$ cat src/rtl/store_queue_if.sv
// store_queue_if: dispatch, AGU/DGU completion, commit, flush and drain
// signals of the store queue. The master modport is the core and memory side.
// The slave modport is the queue itself.
`ifndef ROB_SIZE_LOG
`define ROB_SIZE_LOG 5
`endif

interface store_queue_if #(
    parameter int IDW = 4
);
    localparam int RW = `ROB_SIZE_LOG + 1;

    logic          disp_valid;
    logic [RW-1:0] disp_robid;
    logic          disp_ready;
    logic [IDW-1:0] disp_sqid;

    logic          st_agu_cmpl_valid;
    logic [IDW-1:0] st_agu_cmpl_sqid;
    logic          st_agu_cmpl_mmio;
    logic [63:0]   st_agu_cmpl_addr;
    logic [3:0]    st_agu_cmpl_size;
    logic [7:0]    st_agu_cmpl_mask;
    logic          st_dgu_cmpl_valid;
    logic [63:0]   st_dgu_cmpl_data;

    logic          commit_valid;
    logic          flush_valid;
    logic [RW-1:0] flush_robid;

    logic          dc_req_valid;
    logic [63:0]   dc_req_addr;
    logic [63:0]   dc_req_data;
    logic [7:0]    dc_req_mask;
    logic [3:0]    dc_req_size;
    logic          dc_req_mmio;
    logic          dc_req_ready;

    logic          sq_empty;

    modport master (
        output disp_valid, disp_robid,
        output st_agu_cmpl_valid, st_agu_cmpl_sqid, st_agu_cmpl_mmio,
        output st_agu_cmpl_addr, st_agu_cmpl_size, st_agu_cmpl_mask,
        output st_dgu_cmpl_valid, st_dgu_cmpl_data,
        output commit_valid, flush_valid, flush_robid, dc_req_ready,
        input  disp_ready, disp_sqid,
        input  dc_req_valid, dc_req_addr, dc_req_data, dc_req_mask,
        input  dc_req_size, dc_req_mmio, sq_empty
    );

    modport slave (
        input  disp_valid, disp_robid,
        input  st_agu_cmpl_valid, st_agu_cmpl_sqid, st_agu_cmpl_mmio,
        input  st_agu_cmpl_addr, st_agu_cmpl_size, st_agu_cmpl_mask,
        input  st_dgu_cmpl_valid, st_dgu_cmpl_data,
        input  commit_valid, flush_valid, flush_robid, dc_req_ready,
        output disp_ready, disp_sqid,
        output dc_req_valid, dc_req_addr, dc_req_data, dc_req_mask,
        output dc_req_size, dc_req_mmio, sq_empty
    );
endinterface

$ cat src/rtl/store_queue.sv
// store_queue: in-order store queue with head, commit and tail pointers.
// Stores are allocated at dispatch and filled by the AGU/DGU. They are marked
// committed by the ROB, then drained from the head to the dcache/MMIO port.
// A flush kills uncommitted entries younger than the flush robid.
// Optional: define SQ_PERF_CNT_EN to add the sq_full_stall_cnt counter.
`ifndef ROB_SIZE_LOG
`define ROB_SIZE_LOG 5
`endif

module store_queue #(
    parameter int DEPTH = 8,
    parameter int IDW   = 4
) (
    input  logic         clock,
    input  logic         reset,
    store_queue_if.slave sq
`ifdef SQ_PERF_CNT_EN
    ,
    output logic [31:0]  sq_full_stall_cnt
`endif
);
    localparam int IXW = $clog2(DEPTH);
    localparam int RW  = `ROB_SIZE_LOG + 1;

    typedef logic [IDW-1:0] ptr_t;

    ptr_t head, cmt, tail;

    logic [DEPTH-1:0]          valid, addr_ok, data_ok, committed;
    logic [DEPTH-1:0][RW-1:0]  robid;
    logic [DEPTH-1:0][63:0]    addr, data;
    logic [DEPTH-1:0][7:0]     mask;
    logic [DEPTH-1:0][3:0]     size;
    logic [DEPTH-1:0]          mmio;

    logic [IXW-1:0] hi, ci, ti, ai;
    logic full, empty, disp_fire, drain_fire, agu_ok, dgu_ok;
    logic [DEPTH-1:0] kill;
    logic kill_any;
    ptr_t kill_ptr, scan, p;

    // a is younger than b when exactly one of "wrap differs" and "idx greater" holds
    function automatic logic younger(input logic [RW-1:0] a, input logic [RW-1:0] b);
        return (a[RW-1] != b[RW-1]) ^ (a[RW-2:0] > b[RW-2:0]);
    endfunction

    assign hi = head[IXW-1:0];
    assign ci = cmt[IXW-1:0];
    assign ti = tail[IXW-1:0];
    assign ai = sq.st_agu_cmpl_sqid[IXW-1:0];

    assign full  = (hi == ti) && (head[IDW-1] != tail[IDW-1]);
    assign empty = (head == tail);

    // Dispatch sees only registered occupancy, so a same-cycle drain never frees a slot.
    assign sq.disp_ready = !full && !sq.flush_valid;
    assign sq.disp_sqid  = tail;
    assign sq.sq_empty   = empty;

    // The drain payload comes straight from the head entry registers.
    assign sq.dc_req_valid = valid[hi] && committed[hi];
    assign sq.dc_req_addr  = addr[hi];
    assign sq.dc_req_data  = data[hi];
    assign sq.dc_req_mask  = mask[hi];
    assign sq.dc_req_size  = size[hi];
    assign sq.dc_req_mmio  = mmio[hi];

    assign disp_fire  = sq.disp_valid && sq.disp_ready;
    assign drain_fire = sq.dc_req_valid && sq.dc_req_ready;
    assign agu_ok     = sq.st_agu_cmpl_valid && valid[ai] && !kill[ai];
    assign dgu_ok     = sq.st_dgu_cmpl_valid && valid[ai] && !kill[ai];

    // Flush kill scan runs over the uncommitted window [cmt, tail).
    // An entry committing this cycle is skipped, so committed or draining
    // stores are never killed. The descending loop leaves the oldest kill
    // in kill_ptr.
    always_comb begin
        kill     = '0;
        kill_any = 1'b0;
        kill_ptr = tail;
        p        = '0;
        scan     = cmt + ptr_t'(sq.commit_valid);
        for (int k = DEPTH - 1; k >= 0; k--) begin
            p = scan + ptr_t'(k);
            if (sq.flush_valid && (ptr_t'(k) < (tail - scan)) &&
                valid[p[IXW-1:0]] && !committed[p[IXW-1:0]] &&
                younger(robid[p[IXW-1:0]], sq.flush_robid)) begin
                kill[p[IXW-1:0]] = 1'b1;
                kill_any         = 1'b1;
                kill_ptr         = p;
            end
        end
    end

    // This block holds the pointers and the per-entry status bits.
    always_ff @(posedge clock) begin
        if (reset) begin
            head      <= '0;
            cmt       <= '0;
            tail      <= '0;
            valid     <= '0;
            addr_ok   <= '0;
            data_ok   <= '0;
            committed <= '0;
        end else begin
            if (disp_fire) begin
                valid[ti]     <= 1'b1;
                addr_ok[ti]   <= 1'b0;
                data_ok[ti]   <= 1'b0;
                committed[ti] <= 1'b0;
            end
            if (agu_ok)          addr_ok[ai]   <= 1'b1;
            if (dgu_ok)          data_ok[ai]   <= 1'b1;
            if (sq.commit_valid) committed[ci] <= 1'b1;
            if (drain_fire)      valid[hi]     <= 1'b0;
            for (int i = 0; i < DEPTH; i++)
                if (kill[i]) valid[i] <= 1'b0;

            if (sq.commit_valid) cmt  <= cmt + 1'b1;
            if (drain_fire)      head <= head + 1'b1;
            if (kill_any)        tail <= kill_ptr;
            else if (disp_fire)  tail <= tail + 1'b1;
        end
    end

    // Entry payload storage is not reset; each field is written only when its status bit is set.
    always_ff @(posedge clock) begin
        if (disp_fire) robid[ti] <= sq.disp_robid;
        if (agu_ok) begin
            addr[ai] <= sq.st_agu_cmpl_addr;
            size[ai] <= sq.st_agu_cmpl_size;
            mask[ai] <= sq.st_agu_cmpl_mask;
            mmio[ai] <= sq.st_agu_cmpl_mmio;
        end
        if (dgu_ok) data[ai] <= sq.st_dgu_cmpl_data;
    end

    // The ROB must never commit a store whose address or data is still missing.
    always_ff @(posedge clock) begin
        if (!reset && sq.commit_valid)
            assert (addr_ok[ci] && data_ok[ci])
            else $error("store_queue: commit on entry %0d without addr/data", ci);
    end

`ifdef SQ_PERF_CNT_EN
    // This counter counts dispatch attempts that stall on a full queue.
    // It saturates at all-ones.
    always_ff @(posedge clock) begin
        if (reset)
            sq_full_stall_cnt <= '0;
        else if (sq.disp_valid && full && (sq_full_stall_cnt != '1))
            sq_full_stall_cnt <= sq_full_stall_cnt + 1'b1;
    end
`endif

endmodule
$ cat src/flat_wrapper.sv
// flat-port wrapper written by rule: the top's interface ports become plain ports
module store_queue_flat 
#(
    parameter int DEPTH = 8,
    parameter int IDW   = 4
)
  (clock, reset, sq_disp_valid, sq_disp_robid, sq_st_agu_cmpl_valid, sq_st_agu_cmpl_sqid, sq_st_agu_cmpl_mmio, sq_st_agu_cmpl_addr, sq_st_agu_cmpl_size, sq_st_agu_cmpl_mask, sq_st_dgu_cmpl_valid, sq_st_dgu_cmpl_data, sq_commit_valid, sq_flush_valid, sq_flush_robid, sq_dc_req_ready, sq_disp_ready, sq_disp_sqid, sq_dc_req_valid, sq_dc_req_addr, sq_dc_req_data, sq_dc_req_mask, sq_dc_req_size, sq_dc_req_mmio, sq_sq_empty);
  store_queue_if #(.IDW(IDW)) sq_i ();
  input  logic clock;
  input  logic reset;
  input wire logic [$bits(sq_i.disp_valid)-1:0] sq_disp_valid;
  input wire logic [$bits(sq_i.disp_robid)-1:0] sq_disp_robid;
  input wire logic [$bits(sq_i.st_agu_cmpl_valid)-1:0] sq_st_agu_cmpl_valid;
  input wire logic [$bits(sq_i.st_agu_cmpl_sqid)-1:0] sq_st_agu_cmpl_sqid;
  input wire logic [$bits(sq_i.st_agu_cmpl_mmio)-1:0] sq_st_agu_cmpl_mmio;
  input wire logic [$bits(sq_i.st_agu_cmpl_addr)-1:0] sq_st_agu_cmpl_addr;
  input wire logic [$bits(sq_i.st_agu_cmpl_size)-1:0] sq_st_agu_cmpl_size;
  input wire logic [$bits(sq_i.st_agu_cmpl_mask)-1:0] sq_st_agu_cmpl_mask;
  input wire logic [$bits(sq_i.st_dgu_cmpl_valid)-1:0] sq_st_dgu_cmpl_valid;
  input wire logic [$bits(sq_i.st_dgu_cmpl_data)-1:0] sq_st_dgu_cmpl_data;
  input wire logic [$bits(sq_i.commit_valid)-1:0] sq_commit_valid;
  input wire logic [$bits(sq_i.flush_valid)-1:0] sq_flush_valid;
  input wire logic [$bits(sq_i.flush_robid)-1:0] sq_flush_robid;
  input wire logic [$bits(sq_i.dc_req_ready)-1:0] sq_dc_req_ready;
  output wire logic [$bits(sq_i.disp_ready)-1:0] sq_disp_ready;
  output wire logic [$bits(sq_i.disp_sqid)-1:0] sq_disp_sqid;
  output wire logic [$bits(sq_i.dc_req_valid)-1:0] sq_dc_req_valid;
  output wire logic [$bits(sq_i.dc_req_addr)-1:0] sq_dc_req_addr;
  output wire logic [$bits(sq_i.dc_req_data)-1:0] sq_dc_req_data;
  output wire logic [$bits(sq_i.dc_req_mask)-1:0] sq_dc_req_mask;
  output wire logic [$bits(sq_i.dc_req_size)-1:0] sq_dc_req_size;
  output wire logic [$bits(sq_i.dc_req_mmio)-1:0] sq_dc_req_mmio;
  output wire logic [$bits(sq_i.sq_empty)-1:0] sq_sq_empty;
  assign sq_i.disp_valid = sq_disp_valid;
  assign sq_i.disp_robid = sq_disp_robid;
  assign sq_i.st_agu_cmpl_valid = sq_st_agu_cmpl_valid;
  assign sq_i.st_agu_cmpl_sqid = sq_st_agu_cmpl_sqid;
  assign sq_i.st_agu_cmpl_mmio = sq_st_agu_cmpl_mmio;
  assign sq_i.st_agu_cmpl_addr = sq_st_agu_cmpl_addr;
  assign sq_i.st_agu_cmpl_size = sq_st_agu_cmpl_size;
  assign sq_i.st_agu_cmpl_mask = sq_st_agu_cmpl_mask;
  assign sq_i.st_dgu_cmpl_valid = sq_st_dgu_cmpl_valid;
  assign sq_i.st_dgu_cmpl_data = sq_st_dgu_cmpl_data;
  assign sq_i.commit_valid = sq_commit_valid;
  assign sq_i.flush_valid = sq_flush_valid;
  assign sq_i.flush_robid = sq_flush_robid;
  assign sq_i.dc_req_ready = sq_dc_req_ready;
  assign sq_disp_ready = sq_i.disp_ready;
  assign sq_disp_sqid = sq_i.disp_sqid;
  assign sq_dc_req_valid = sq_i.dc_req_valid;
  assign sq_dc_req_addr = sq_i.dc_req_addr;
  assign sq_dc_req_data = sq_i.dc_req_data;
  assign sq_dc_req_mask = sq_i.dc_req_mask;
  assign sq_dc_req_size = sq_i.dc_req_size;
  assign sq_dc_req_mmio = sq_i.dc_req_mmio;
  assign sq_sq_empty = sq_i.sq_empty;
  store_queue #(.DEPTH(DEPTH), .IDW(IDW)) u_core (.clock(clock), .reset(reset), .sq(sq_i));
endmodule
$ cat config.mk
export PLATFORM = sky130hd
export DESIGN_NAME = store_queue_flat
export DESIGN_NICKNAME = d
export VERILOG_FILES = /design/src/rtl/store_queue_if.sv /design/src/rtl/store_queue.sv /design/src/flat_wrapper.sv
export SDC_FILE = /design/constraint.sdc
export NUM_CORES = 2
export LEC_CHECK = 0
export BUFFER_PORTS_ARGS = -buffer_cell sky130_fd_sc_hd__clkbuf_2
export CAP_MARGIN = 10
export CORE_UTILIZATION = 35
export CTS_BUF_LIST = sky130_fd_sc_hd__clkbuf_16
export CTS_CLUSTER_SIZE = 30
export DETAILED_ROUTE_END_ITERATION = 10
export HOLD_SLACK_MARGIN = 0.15
export SETUP_SLACK_MARGIN = 0.05
export SLEW_MARGIN = 20
export SYNTH_ARGS = -nofsm -noshare
export SYNTH_HDL_FRONTEND = slang
export SYNTH_SLANG_ARGS = --single-unit
$ cat constraint.sdc
create_clock -name clock -period 24.7 [get_ports clock]
set_input_delay 2.47 -clock clock [delete_from_list [all_inputs] [get_ports clock]]
set_output_delay 2.47 -clock clock [all_outputs]
set_load 0.02 [all_outputs]
==> flow_summary.json <==
{
  "synth_area_leaders": "edfxtp_1 (71%), mux4_2 (15%), mux2_2 (3.8%), ha_1 (1.2%), dfxtp_1 (1.1%)",
  "finalInstanceArea_mm2": 0.0582,
  "synth-adder-area-share_pct": 1.25,
  "cp.required_ns": 25.08,
  "vias_per_cell": 5.20,
  "synth_cells": 2449,
  "cp-end-kind": "flip-flop",
  "antenna_found_initial": 10,
  "ant_nets": 0,
  "synth_top_area_share_pct": 70.7,
  "core_area_mm2": 0.142,
  "vias": 25000,
  "drive_gt1_share_pct": 37.9,
  "cts_resized": 0,
  "cts-buffers-inserted": 132,
  "crit_buf_inv": 6,
  "final-setup-viol-count": 0,
  "dr.pass1.iters": 5,
  "clk_latency_ns": 0.77,
  "ctsLongestPathBuffers": 3,
  "r2r-start": "u_core.cmt[0]",
  "cts_root_buf": "clkbuf_16",
  "min_from": "u_core.committed[1]",
  "hold_violations": 0,
  "tritoncts": "built",
  "cp-start-kind": "input port",
  "yosys.area_share.xor_xnor_pct": 0.927,
  "cts.sinks": 1204,
  "grt_setup_unrepaired": "false",
  "path_cells": "clkbuf_2 > ha_4 > buf_4 > ha_1 > buf_4 > inv_1 > a21oi_1 > mux2_2 > ha_1 > and3_1 > a211oi_1 > a32oi_1 > xnor2_1 > xnor2_1 > nand4_1 > a21oi_1 > nor3_1 > o221ai_2 > nor3_2 > buf_4 > buf_4",
  "power_leakage_nw": 18.7,
  "fin_worst_skew_ns": 0.0284,
  "synth_ff_type": "edfxtp_1",
  "max_stage_delay_ns": 0.69,
  "yosys_warnings": 0,
  "drc_errors": 0,
  "drt_iter0_markers": 1711,
  "worst_hold_slack_ns": 0.503,
  "place_area_mm2": 0.0539,
  "status": "finished, final reports clean",
  "hp-class": "flip-flop to flip-flop",
  "timing.fmax_mhz": 105,
  "wl_per_cell_um": 24.5,
  "post_cts.repair.setup_buffers": 0,
  "cp_slowest_cell": "buf_4",
  "fin_nets": 3035,
  "initial_utilization_pct": 35.3,
  "cp_common_cell": "buf_4",
  "crit_type": "input port to flip-flop",
  "cts_hold_buf": 0,
  "timing.slew.headroom_pct": 28.0,
  "grt_pass1_vias": 26400,
  "port-buffer-count": 311,
  "async_flop_share_pct": 0,
  "die_h_um": 380,
  "syn_nets": 2663,
  "cp.arrival_ns": 9.87,
  "synth_compound_area_share_pct": 2.17,
  "synth_edf_count": 1176,
  "synth.distinct_cells": 85,
  "ys_seq_area_share_pct": 71.9,
  "gp_congestion": 0.893,
  "tns_ns": 0,
  "htreeDepth": 4,
  "peakVddDrop_mv": 0.0617,
  "min_period_ns": 9.48,
  "finalWirelength_mm": 118,
  "dieArea_mm2": 0.144,
  "yosys_register_bits": 1204,
  "grtUsageTotal_pct": 16.3,
  "synth_area_mm2": 0.0499,
  "startpoint": "sq_commit_valid",
  "crit_path_max_fanout": 44,
  "num_rows": 138,
  "synth_mux_area_share_pct": 19.6,
  "p_per_area_mw_per_mm2": 77.9,
  "synth_top_family_by_area": "multiplexers",
  "synth-simple-area-share_pct": 3.00,
  "worst_pin_slew_ns": 1.08,
  "clk_pin_slew_worst_paths_ns": 0.06,
  "grt_pass1_wl_mm": 174,
  "grt.overflow.total": 0,
  "die_w_um": 380,
  "cp_top_family": "buffers and inverters",
  "ios": 313,
  "yosysTopAreaCell": "edfxtp_1",
  "dp_hpwl_mm": 68.2,
  "diodes": 0,
  "period_share_pct": 38.4,
  "syn_to_final_growth_pct": 16.5,
  "drv_cap": 0,
  "avgSynthCellArea_um2": 20.4,
  "drv_slew": 0,
  "grt_max_degree": 69
}
stage by stage:
step | util (%) | total power [W] | worst slack, ns | instances
floorplan | - | 0.00255 | 11.48 | 2449
global placement | 38.1 | 0.00267 | 14.50 | 4577
detailed placement | 38.1 | 0.00267 | 14.40 | 4577
CTS | 41.1 | 0.00458 | 15.24 | 4815
global route | 41.1 | 0.00469 | 14.71 | 4815
finish | 41.1 | 0.00453 | 15.22 | 4815
state kept, by name, indices dropped and copies added, names as in the netlist, 8 cells and up:
name and flops:
u_core.addr 512, u_core.data 512, u_core.mask 64, u_core.robid 48
u_core.size 32, u_core.committed 8, u_core.mmio 8, u_core.valid 8
path summary, 6_finish.rpt:
path | endpoint | cells after the start | slack (ns)
setup / recovery | u_core.addr[346] | 21 | 15.22
setup reg to reg | u_core.addr[346] | 20 | 16.71
hold / removal | u_core.committed[1] | 2 | 0.50
hold reg to reg | u_core.committed[1] | 2 | 0.50
power by group:
group | total, W | switching (W) | internal [W] | leakage [nW]
combinational | 0.000364 | 0.000218 | 0.000146 | 5.72
sequential | 0.00226 | 0.0000121 | 0.00225 | 10.8
clock | 0.00190 | 0.000806 | 0.00110 | 2.20
cell usage in the layout, fill, tap and decap left out, drive strengths merged, types with 4 or more instances in the layout:
cell,count
a211oi,10
a21oi,40
a31oi,7
a32oi,5
and2,7
and3,9
buf,60
bufinv,9
clkbuf,446
clkinv,47
dfxtp,28
edfxtp,1176
ha,49
inv,64
mux2,169
mux2i,53
mux4,326
nand2,82
nand2b,19
nand3,19
nand4,14
nor2,69
nor2b,23
nor3,35
nor3b,4
nor4,6
o2111ai,5
o211ai,8
o21ai,28
o22ai,5
o31ai,7
or2,5
or3,5
xnor2,22
xor2,14
worst reg2reg max path, cell delays in order (launching register included):
cell and delay (ns):
dfxtp_1 0.43, ha_4 0.67, buf_4 0.56, ha_1 0.34
buf_4 0.29, inv_1 0.62, a21oi_1 0.27, mux2_2 0.33
ha_1 0.28, and3_1 0.17, a211oi_1 0.19, a32oi_1 0.11
xnor2_1 0.19, xnor2_1 0.16, nand4_1 0.15, a21oi_1 0.08
nor3_1 0.50, o221ai_2 0.54, nor3_2 0.32, buf_4 0.66
buf_4 0.78
cell usage after synthesis (6+ instances only):
library cell,count
a31oi_1,7
nand3_1,17
o21ai_0,27
nor2b_1,23
ha_1,49
mux4_2,326
edfxtp_1,1176
inv_1,18
nand4_1,14
xor2_1,12
o211ai_1,8
o31ai_1,6
and3_1,9
mux2_2,169
mux2i_1,52
nor3_1,34
buf_1,51
a211oi_1,9
dfxtp_1,28
and2_1,6
nand2_1,81
nor2_1,68
a21oi_1,40
clkbuf_1,72
xnor2_1,18
nand2b_1,19
buf_2,6
cell type report:
| cell class | count | area [µm²] |
|---|---|---|
| timing repair buffer | 371 | 2010 |
| inverter | 19 | 71.3 |
| clock buffer | 135 | 3380 |
| multi-input combinational | 1093 | 13600 |
| fill | 12600 | 83400 |
| tap | 1890 | 2360 |
| sequential | 1204 | 35900 |
| clock inverter | 103 | 853 |
kinds of logic after synthesis:
kind of cell	count (synthesis)
compound gates	153
flops	1204
mux	548
simple gates	302
buf+inv	152
fa+ha+maj	50
xor+xnor	40
metal layers:
metal | vias up | track usage (%) | part of all wire [%]
met1 | 13300 | 20.5 | 42
met5 | - | 0 | 0.086
met2 | 585 | 27.7 | 51
met4 | 16 | 4.84 | 2.3
met3 | 206 | 4.01 | 5.3
li1 | 11000 | - | -
(Power assumes the default switching activity.)
